<file path="src/rtl/apb_rom_arbiter_if.sv">
// ----------------------------------------------------------------------------
// apb_rom_arbiter_if
// Bundles the two requester channels and the APB master port of
// apb_rom_arbiter.
//   reqN_valid/reqN_addr  : read request from requester N (N = 0, 1)
//   reqN_ready            : request accepted this cycle
//   rspN_valid/rspN_err   : one-cycle response pulse and its error flag
//   rsp_data              : read data of the most recent response
//   m_psel ... m_pready   : APB read-only master toward the ROM slave
// Modports:
//   master : arbiter view (drives ready/response and the APB request)
//   slave  : environment view (requesters and the ROM slave)
// ----------------------------------------------------------------------------
interface apb_rom_arbiter_if;
    logic        req0_valid;
    logic [15:0] req0_addr;
    logic        req0_ready;
    logic        rsp0_valid;
    logic        rsp0_err;
    logic        req1_valid;
    logic [15:0] req1_addr;
    logic        req1_ready;
    logic        rsp1_valid;
    logic        rsp1_err;
    logic [15:0] rsp_data;
    logic        m_psel;
    logic        m_penable;
    logic [15:0] m_paddr;
    logic        m_pwrite;
    logic [15:0] m_pwdata;
    logic [15:0] m_prdata;
    logic        m_pready;

    modport master (
        input  req0_valid, req0_addr, req1_valid, req1_addr, m_prdata, m_pready,
        output req0_ready, rsp0_valid, rsp0_err, req1_ready, rsp1_valid, rsp1_err,
               rsp_data, m_psel, m_penable, m_paddr, m_pwrite, m_pwdata
    );

    modport slave (
        output req0_valid, req0_addr, req1_valid, req1_addr, m_prdata, m_pready,
        input  req0_ready, rsp0_valid, rsp0_err, req1_ready, rsp1_valid, rsp1_err,
               rsp_data, m_psel, m_penable, m_paddr, m_pwrite, m_pwdata
    );
endinterface

</file>
<file path="src/rtl/apb_rom_arbiter.sv">
// ----------------------------------------------------------------------------
// apb_rom_arbiter
// Round-robin arbiter letting two read requesters share one APB ROM slave.
// A request is accepted combinationally in IDLE, then runs a SETUP cycle and
// an ACCESS phase that ends when the slave raises m_pready. The read data is
// registered into rsp_data and the owner gets a one-cycle rspN_valid pulse.
// Ports:
//   pclk   : clock, all logic on the rising edge
//   preset : synchronous active-low reset
//   bus    : apb_rom_arbiter_if.master (requester channels + APB master)
// Parameter:
//   TIMEOUT : ACCESS-cycle limit before the transfer is aborted
// Build option:
//   APB_ARB_TIMEOUT_EN : when defined, an ACCESS phase lasting TIMEOUT cycles
//   without m_pready is aborted with an error response and rsp_data = 0.
//   When undefined, ACCESS waits indefinitely and rspN_err is tied to 0.
// ----------------------------------------------------------------------------
module apb_rom_arbiter #(
    parameter int TIMEOUT = 16
) (
    input logic               pclk,
    input logic               preset,
    apb_rom_arbiter_if.master bus
);

    typedef enum logic [1:0] {
        IDLE   = 2'b00,
        SETUP  = 2'b01,
        ACCESS = 2'b10
    } state_t;

    // A non-positive limit would make every transfer abort immediately.
    if (TIMEOUT < 1) begin : g_timeout_range
        $error("apb_rom_arbiter: TIMEOUT must be at least 1");
    end

    state_t      state_r;
    state_t      state_s;
    logic        grant_vld_s;
    logic        grant_id_s;
    logic        done_s;
    logic        abort_s;
    logic        last_grant_r;
    logic        owner_r;
    logic [15:0] addr_r;
    logic        psel_r;
    logic        penable_r;
    logic        rsp0_valid_r;
    logic        rsp1_valid_r;
    logic [15:0] rsp_data_r;

`ifdef APB_ARB_TIMEOUT_EN
    localparam int CNT_W = $clog2(TIMEOUT + 1);
    localparam logic [CNT_W-1:0] LIMIT = CNT_W'(TIMEOUT - 1);

    logic [CNT_W-1:0] cnt_r;
    logic             rsp0_err_r;
    logic             rsp1_err_r;
`endif

    // Round-robin winner selection; only offered in IDLE and out of reset.
    always_comb begin
        grant_vld_s = 1'b0;
        grant_id_s  = 1'b0;
        if ((state_r == IDLE) && preset) begin
            if (bus.req0_valid && bus.req1_valid) begin
                grant_vld_s = 1'b1;
                grant_id_s  = ~last_grant_r;
            end else if (bus.req0_valid) begin
                grant_vld_s = 1'b1;
                grant_id_s  = 1'b0;
            end else if (bus.req1_valid) begin
                grant_vld_s = 1'b1;
                grant_id_s  = 1'b1;
            end else begin
                grant_vld_s = 1'b0;
                grant_id_s  = 1'b0;
            end
        end else begin
            grant_vld_s = 1'b0;
            grant_id_s  = 1'b0;
        end
    end

    // Next-state logic; done_s/abort_s flag the edge that ends ACCESS.
    always_comb begin
        state_s = state_r;
        done_s  = 1'b0;
        abort_s = 1'b0;
        case (state_r)
            IDLE: begin
                if (grant_vld_s) begin
                    state_s = SETUP;
                end else begin
                    state_s = IDLE;
                end
            end
            SETUP: begin
                state_s = ACCESS;
            end
            ACCESS: begin
                // m_pready wins over the limit when both occur on one edge.
                if (bus.m_pready) begin
                    state_s = IDLE;
                    done_s  = 1'b1;
`ifdef APB_ARB_TIMEOUT_EN
                end else if (cnt_r == LIMIT) begin
                    state_s = IDLE;
                    abort_s = 1'b1;
`endif
                end else begin
                    state_s = ACCESS;
                end
            end
            default: begin
                state_s = IDLE;
            end
        endcase
    end

    // State, latched request, APB strobes and response registers.
    always_ff @(posedge pclk) begin
        if (!preset) begin
            state_r      <= IDLE;
            last_grant_r <= 1'b1;
            owner_r      <= 1'b0;
            addr_r       <= 16'h0000;
            psel_r       <= 1'b0;
            penable_r    <= 1'b0;
            rsp0_valid_r <= 1'b0;
            rsp1_valid_r <= 1'b0;
            rsp_data_r   <= 16'h0000;
        end else begin
            state_r   <= state_s;
            // Strobes follow the state being entered so they are glitch-free.
            psel_r    <= (state_s == SETUP) || (state_s == ACCESS);
            penable_r <= (state_s == ACCESS);
            if (grant_vld_s) begin
                addr_r       <= grant_id_s ? bus.req1_addr : bus.req0_addr;
                owner_r      <= grant_id_s;
                last_grant_r <= grant_id_s;
            end else begin
                addr_r       <= addr_r;
                owner_r      <= owner_r;
                last_grant_r <= last_grant_r;
            end
            rsp0_valid_r <= (done_s | abort_s) & ~owner_r;
            rsp1_valid_r <= (done_s | abort_s) & owner_r;
            if (done_s) begin
                rsp_data_r <= bus.m_prdata;
            end else if (abort_s) begin
                rsp_data_r <= 16'h0000;
            end else begin
                rsp_data_r <= rsp_data_r;
            end
        end
    end

`ifdef APB_ARB_TIMEOUT_EN
    // ACCESS-cycle counter and error flags for the abort path.
    always_ff @(posedge pclk) begin
        if (!preset) begin
            cnt_r      <= {CNT_W{1'b0}};
            rsp0_err_r <= 1'b0;
            rsp1_err_r <= 1'b0;
        end else begin
            if ((state_r == ACCESS) && (state_s == ACCESS)) begin
                cnt_r <= cnt_r + CNT_W'(1);
            end else begin
                cnt_r <= {CNT_W{1'b0}};
            end
            rsp0_err_r <= abort_s & ~owner_r;
            rsp1_err_r <= abort_s & owner_r;
        end
    end

    assign bus.rsp0_err = rsp0_err_r;
    assign bus.rsp1_err = rsp1_err_r;
`else
    assign bus.rsp0_err = 1'b0;
    assign bus.rsp1_err = 1'b0;
`endif

    assign bus.req0_ready = grant_vld_s & ~grant_id_s;
    assign bus.req1_ready = grant_vld_s & grant_id_s;
    assign bus.rsp0_valid = rsp0_valid_r;
    assign bus.rsp1_valid = rsp1_valid_r;
    assign bus.rsp_data   = rsp_data_r;
    assign bus.m_psel     = psel_r;
    assign bus.m_penable  = penable_r;
    assign bus.m_paddr    = addr_r;
    assign bus.m_pwrite   = 1'b0;
    assign bus.m_pwdata   = 16'h0000;

endmodule

</file>
<file path="src/flat_wrapper.sv">
// flat-port wrapper written by rule: the top's interface ports become plain ports
module apb_rom_arbiter_flat 
#(
    parameter int TIMEOUT = 16
)
  (pclk, preset, bus_req0_valid, bus_req0_addr, bus_req1_valid, bus_req1_addr, bus_m_prdata, bus_m_pready, bus_req0_ready, bus_rsp0_valid, bus_rsp0_err, bus_req1_ready, bus_rsp1_valid, bus_rsp1_err, bus_rsp_data, bus_m_psel, bus_m_penable, bus_m_paddr, bus_m_pwrite, bus_m_pwdata);
  apb_rom_arbiter_if bus_i ();
  input logic pclk;
  input logic preset;
  input wire logic [$bits(bus_i.req0_valid)-1:0] bus_req0_valid;
  input wire logic [$bits(bus_i.req0_addr)-1:0] bus_req0_addr;
  input wire logic [$bits(bus_i.req1_valid)-1:0] bus_req1_valid;
  input wire logic [$bits(bus_i.req1_addr)-1:0] bus_req1_addr;
  input wire logic [$bits(bus_i.m_prdata)-1:0] bus_m_prdata;
  input wire logic [$bits(bus_i.m_pready)-1:0] bus_m_pready;
  output wire logic [$bits(bus_i.req0_ready)-1:0] bus_req0_ready;
  output wire logic [$bits(bus_i.rsp0_valid)-1:0] bus_rsp0_valid;
  output wire logic [$bits(bus_i.rsp0_err)-1:0] bus_rsp0_err;
  output wire logic [$bits(bus_i.req1_ready)-1:0] bus_req1_ready;
  output wire logic [$bits(bus_i.rsp1_valid)-1:0] bus_rsp1_valid;
  output wire logic [$bits(bus_i.rsp1_err)-1:0] bus_rsp1_err;
  output wire logic [$bits(bus_i.rsp_data)-1:0] bus_rsp_data;
  output wire logic [$bits(bus_i.m_psel)-1:0] bus_m_psel;
  output wire logic [$bits(bus_i.m_penable)-1:0] bus_m_penable;
  output wire logic [$bits(bus_i.m_paddr)-1:0] bus_m_paddr;
  output wire logic [$bits(bus_i.m_pwrite)-1:0] bus_m_pwrite;
  output wire logic [$bits(bus_i.m_pwdata)-1:0] bus_m_pwdata;
  assign bus_i.req0_valid = bus_req0_valid;
  assign bus_i.req0_addr = bus_req0_addr;
  assign bus_i.req1_valid = bus_req1_valid;
  assign bus_i.req1_addr = bus_req1_addr;
  assign bus_i.m_prdata = bus_m_prdata;
  assign bus_i.m_pready = bus_m_pready;
  assign bus_req0_ready = bus_i.req0_ready;
  assign bus_rsp0_valid = bus_i.rsp0_valid;
  assign bus_rsp0_err = bus_i.rsp0_err;
  assign bus_req1_ready = bus_i.req1_ready;
  assign bus_rsp1_valid = bus_i.rsp1_valid;
  assign bus_rsp1_err = bus_i.rsp1_err;
  assign bus_rsp_data = bus_i.rsp_data;
  assign bus_m_psel = bus_i.m_psel;
  assign bus_m_penable = bus_i.m_penable;
  assign bus_m_paddr = bus_i.m_paddr;
  assign bus_m_pwrite = bus_i.m_pwrite;
  assign bus_m_pwdata = bus_i.m_pwdata;
  apb_rom_arbiter #(.TIMEOUT(TIMEOUT)) u_core (.pclk(pclk), .preset(preset), .bus(bus_i));
endmodule
</file>
<file path="config.mk">
export PLATFORM = sky130hd
export DESIGN_NAME = apb_rom_arbiter_flat
export DESIGN_NICKNAME = d
export VERILOG_FILES = /design/src/rtl/apb_rom_arbiter_if.sv /design/src/rtl/apb_rom_arbiter.sv /design/src/flat_wrapper.sv
export SDC_FILE = /design/constraint.sdc
export NUM_CORES = 1
export LEC_CHECK = 0
export BUFFER_PORTS_ARGS = -buffer_cell sky130_fd_sc_hd__buf_2
export CELL_PAD_IN_SITES_DETAIL_PLACEMENT = 1
export CELL_PAD_IN_SITES_GLOBAL_PLACEMENT = 2
export CORE_ASPECT_RATIO = 0.5
export CORE_MARGIN = 2
export CORE_UTILIZATION = 25
export CTS_BUF_LIST = sky130_fd_sc_hd__clkbuf_4
export DETAILED_ROUTE_END_ITERATION = 16
export PLACE_DENSITY = 0.87
export SETUP_SLACK_MARGIN = 0.3
export SYNTH_ARGS = -nofsm -noshare
export SYNTH_HDL_FRONTEND = slang
export SYNTH_SLANG_ARGS = --single-unit
</file>
<file path="constraint.sdc">
create_clock -name pclk -period 3.1 [get_ports pclk]
set_input_delay 0.465 -clock pclk [delete_from_list [all_inputs] [get_ports pclk]]
set_output_delay 0.465 -clock pclk [all_outputs]
set_load 0.02 [all_outputs]
</file>
Yosys cells after proc, flatten, opt, wreduce, memory -nomap -nowiden. Index checks and enable logic that the tools add are counted.

Flip-flop bits (word level): 40. Word-level logic and storage cells: 37. Output and inout bits: 57. Bits of input ports: 53.

Multiplexer cells: 13. Bitwise gates (word level): 7. Reduce and logical (&&, ||, !) cells: 4. Equality and inequality tests: 4.

Operator list (count): $mux W16 (1); $mux W1 (10); $pmux W2 S3 (1); $and A1 B1 Y1 (4); $eq A2 B1 Y1 const B (2); $eq A2 B2 Y1 const B (2); $not A1 Y1 (3); $logic_and A1 B1 Y1 (2); $logic_not A2 Y1 (1); $mux W2 (1); $logic_or A1 B1 Y1 (1).

Depth between registers and ports, before layout.
Depth in word-level cells: 8. Gate-level depth with buffers: 7. Gate-level depth less buffers: 5.

Least setup slack after synthesis. OpenSTA, ideal clock, no wires.

Kind: input to output. From: in preset. To: out bus_req0_ready. Path buffers: 2. Required time: 2.635 ns. Slack: 0.944 ns. Arrival: 1.691 ns. Stages on the path: 4. Cells stage by stage: or3b_1 buf_6 clkbuf_1 nor3b_1.

Longest elaborated chain between the ends: 4. Elaborated cells on any way between the ends: 5. Those cells by class: 2 x mux; 2 x bitwise; 1 x reduce/logical.

RTL lines: start, declared (line flat_wrapper.sv:9) `input logic preset;`; $logic_and A1 B1 Y1 * (line apb_rom_arbiter.sv:65) `if ((state_r == IDLE) && preset) begin`; $mux W1 (line apb_rom_arbiter.sv:65); $not A1 Y1 (line apb_rom_arbiter.sv:184) `assign bus.req0_ready = grant_vld_s & ~grant_id_s;`; $and A1 B1 Y1 * (line apb_rom_arbiter.sv:184); end, declared (line flat_wrapper.sv:16) `output wire logic [$bits(bus_i.req0_ready)-1:0] bus_req0_ready;`.

Mark *: on every way between the ends. The rest lies on a longest branch, timed or not.

Worst setup path after layout.
From: in preset. To: out bus_req1_ready.

Longest elaborated chain between the ends: 3. Elaborated cells on any way between the ends: 4. Those cells by class: 2 x mux; 1 x bitwise; 1 x reduce/logical.

RTL lines: $logic_and A1 B1 Y1 * (line apb_rom_arbiter.sv:65); $mux W1 (line apb_rom_arbiter.sv:65); $and A1 B1 Y1 * (line apb_rom_arbiter.sv:185) `assign bus.req1_ready = grant_vld_s & grant_id_s;`; end, declared (line flat_wrapper.sv:19) `output wire logic [$bits(bus_i.req1_ready)-1:0] bus_req1_ready;`.

Marks and branches as above.

==> results summary <==
The maximum level of the CTS H-tree is 2. Global routing finished with a remaining overflow of 0. The total internal power came out at just over 0.8 mW. In this run the static leakage power is between 1 and 1.5 nW. The share of the Yosys chip area taken by registers is between 40% and 50%. The worst setup path is launched from an input port.

The total power is ~1.2 mW. Combinational cells account for ~20% of the total power. The first global-routing pass estimated between 7 and 8 mm of wire. STA puts the critical path data arrival time at slightly below 2 ns. The number of buffers inserted by post-CTS setup repair is 0. The total of warnings raised by yosys is 0. The transition time at the pin with the least slew margin came out at 0.732 ns. The library cell used as clock root buffer is sky130_fd_sc_hd__clkbuf_4. The number of iterations in the first detailed-routing pass came out at 4.

The post-route clock skew came out at approximately 0.0084 ns. The die area came out at between 7000 and 8000 µm². The number of failing hold endpoints at the final stage came to 0. The initial antenna violation count is 0. The area overhead of the layout relative to synthesis is 29.9%. The synthesized design spends more area on one cell type than any other, namely sky130_fd_sc_hd__dfxtp_1. TritonCTS built the clock tree. Of the post-synthesis cell area, the dominant cell type holds approximately 46%. The final-report setup violation count came out at 0. The quantity of hold-fixing buffers added after cts came out at 0. The number of unique standard cell types used by synthesis came out at 27. In the synthesized netlist, the number of instances is just under 200.

The overall die height came out at between 60 and 70 µm. The total detailed-routing wirelength came out at about 4.7 mm. The post-detailed-placement half-perimeter wirelength is between 3 and 4 mm. The effective utilization at floorplan came out at around a quarter. The remaining routing DRC violations came out at 0. The top cell types in the final layout, fill and taps aside, are sky130_fd_sc_hd__buf_2, sky130_fd_sc_hd__nand2_1, sky130_fd_sc_hd__dfxtp_1, sky130_fd_sc_hd__conb_1.

Setup repair after global routing left no endpoint under its margin. Among the stages of the critical path, the cell type that occurs most often is sky130_fd_sc_hd__buf_2. In the final routed layout, each cell accounts on average for 12.6 µm. The mean instance size in the synthesized netlist is 8.97 µm². The critical path contains buffers and inverters numbering 2 combined. The worst pin sits at a relative slew slack of 51.2%. The share of total power in the clock network came out at a little under a third. The kind of cell with the highest combined delay along the critical path is simple AND/OR/NAND/NOR gates. The peak ir drop on the vdd network is approximately 0.16 mV. The total of buffers placed on input and output ports is 90. In this run switching power makes up 30.1% of total power.

The clock input transition at the sequential cells of the worst setup and hold paths came out at 0.13 ns. The number of core rows came out at 21. The number of synthesized register bits is 40. The net switching power came out at between 0.3 and 0.4 mW. The horizontal die dimension is between 100 and 150 µm. The number of global-route vias before repair is around 1500. Entering global routing, the biggest net connects 25 pins.

The number of antenna cells inserted is 0. The netlist area before placement came out at about 1700 µm². The largest driver fanout on the critical path came out at 24. Power spread over the standard cell area amounts to 516 nW/µm². The tool flagged a number of max-cap violations equal to 0. The endpoint kind of the worst setup timing path is a primary output. The fmax came out at 411 MHz. The slowest library cell on the worst path is sky130_fd_sc_hd__or3b_1.

Routability-driven placement finished with a final weighted congestion of 0.702. The number of buffers created by CTS came out at 5. The initial detailed-routing violation count is 43. In the routed layout, each cell is associated on average with a via count of 4.29.

The proportion of layout cells with a drive suffix above 1 is ~38%. The minimum clock period is 2.43 ns. The critical path data required time came out at 2.63 ns. The setup path with the least slack is of type in -> out.

The total of cells resized after clock tree synthesis is 0. In this design, the stage delay of the slowest critical-path cell is between 0.6 and 0.7 ns. Dividing the final minimum period by the clock period gives between 70% and 80%. The library cell used most frequently in the layout, excluding fill and tap cells, is sky130_fd_sc_hd__buf_2.

The placeable core region came out at between 6000 and 7000 µm². Ranked by total cell area, the synthesized netlist is headed by sky130_fd_sc_hd__dfxtp_1, sky130_fd_sc_hd__nand2_1, sky130_fd_sc_hd__buf_4, sky130_fd_sc_hd__a21boi_0, sky130_fd_sc_hd__a221o_1. The total clock sinks is 40. The total I/O pin count came out at 110. In the final design database the tool counted 331 nets. The total negative slack came out at 0 ns. The total via count in the routed design is roughly 1600. The clock latency on the worst-skew pair is ~0.35 ns. The run finished with clean final reports. The overall fraction of global-route tracks in use is a little under an eighth.

Walking the worst path, the cells encountered are buf_2, or3b_1, a211oi_4, buf_2. The kind of path behind the tightest hold check is in -> reg. The number of pins exceeding their max-slew limit in the final report was 0.

The number of buffers between clock root and the deepest sink came out at 2. The fill cell instance count of the final layout is 829. Per report_power, the sequential group accounts for about half of the total. The number of routed nets with antenna violations came out at 0.
==> stage by stage <==
stage          utilization, %  std cells  setup slack, ns  hold slack (ns)  instance area [µm²]
3_5_place_dp             32.3        362            0.623            0.428                 2170
3_3_place_gp             32.3        362            0.634            0.432                 2170
2_1_floorplan               -        211            0.944            0.404                 1800
4_1_cts                  33.5        370            0.615            0.315                 2250
6_report                 33.5        370            0.669            0.332                 2250
5_1_grt                  33.5        370            0.531            0.296                 2250
==> synthesized netlist by cell type <==
master	n
sky130_fd_sc_hd__nor3_1	16
sky130_fd_sc_hd__o21bai_1	1
sky130_fd_sc_hd__a21boi_0	16
sky130_fd_sc_hd__and3_1	1
sky130_fd_sc_hd__dfxtp_1	40
sky130_fd_sc_hd__mux2i_1	1
sky130_fd_sc_hd__nor2b_1	3
sky130_fd_sc_hd__nor2_1	3
sky130_fd_sc_hd__nor3b_1	1
sky130_fd_sc_hd__nand2_1	49
sky130_fd_sc_hd__conb_1	1
sky130_fd_sc_hd__buf_4	19
sky130_fd_sc_hd__a221o_2	7
sky130_fd_sc_hd__nand2b_1	1
sky130_fd_sc_hd__or3b_1	1
sky130_fd_sc_hd__buf_2	1
sky130_fd_sc_hd__clkbuf_1	11
sky130_fd_sc_hd__and3b_1	1
sky130_fd_sc_hd__a21o_1	1
sky130_fd_sc_hd__and2_1	2
sky130_fd_sc_hd__a221o_1	9
sky130_fd_sc_hd__buf_6	2
sky130_fd_sc_hd__nand3b_1	1
sky130_fd_sc_hd__a211oi_4	1
sky130_fd_sc_hd__ha_1	1
sky130_fd_sc_hd__inv_1	2
sky130_fd_sc_hd__o31a_1	1
==> worst paths after layout <==
| kind | start | end | slack (ns) | cells past startpoint |
|---|---|---|---|---|
| worst max-delay path | preset | bus_req1_ready | 0.67 | 4 |
| worst min-delay path | bus_req1_addr[11] | u_core.bus.m_paddr[11] | 0.33 | 2 |
| worst max register to register | u_core.state_r[0] | u_core.bus.m_paddr[7] | 1.20 | 4 |
| worst min register to register | u_core.owner_r | u_core.bus.rsp0_valid | 0.43 | 1 |
==> sequential cells by signal, indices dropped and copies added, names as in the netlist <==
register and count:
u_core.bus.m_paddr 16, u_core.bus.rsp_data 16, u_core.state_r 2, u_core.bus.m_penable 1, u_core.bus.m_psel 1, u_core.bus.rsp0_valid 1
u_core.bus.rsp1_valid 1, u_core.last_grant_r 1, u_core.owner_r 1
==> worst register-to-register path, cell delays in order (launching register included) <==
cell	delay (ns)
sky130_fd_sc_hd__dfxtp_1	0.37
sky130_fd_sc_hd__or3b_1	0.69
sky130_fd_sc_hd__a211oi_4	0.32
sky130_fd_sc_hd__buf_4	0.27
sky130_fd_sc_hd__a221o_1	0.19
==> area by class of cell <==
| cell class | count | area (µm²) | share of cell area, % |
|---|---|---|---|
| timing repair buffer | 92 | 465 | 20.7 |
| clock buffer | 5 | 37.5 | 1.67 |
| tap | 92 | 115 | 5.12 |
| clock inverter | 3 | 42.5 | 1.89 |
| multi-input combinational | 136 | 778 | 34.6 |
| sequential | 40 | 801 | 35.6 |
| inverter | 2 | 7.51 | 0.334 |
==> metal layers <==
layer / track usage [%] / vias up / share of wire [%]
met5: 0 / - / 0
met4: 5.17 / 0 / 1.9
met2: 20.6 / 58 / 49
met3: 3.38 / 10 / 7.1
met1: 13.9 / 732 / 42
li1: - / 789 / -
==> power by group through the flow <==
stage	clock network, mW	registers, mW	logic [mW]
finish	0.349	0.576	0.234
global route	0.393	0.582	0.256
CTS	0.362	0.577	0.238
detailed placement	0	0.588	0.238
global placement	0	0.586	0.233
floorplan	0	0.624	0.131
==> kinds of logic (layout without fill, tap and decap cells) <==
group                      count (synthesis)  count (layout)  share of synthesized area [%]
and+or+nand+nor                           79              79                           20.3
buffers and inverters                     35             102                           12.7
muxes                                      1               1                          0.578
DFF                                       40              40                           46.3
adders and majority gates                  1               1                          0.723
AOI/OAI and AO/OA                         36              36                           19.2
other                                      1              19                          0.217
Power figures use the tool's default switching activity.
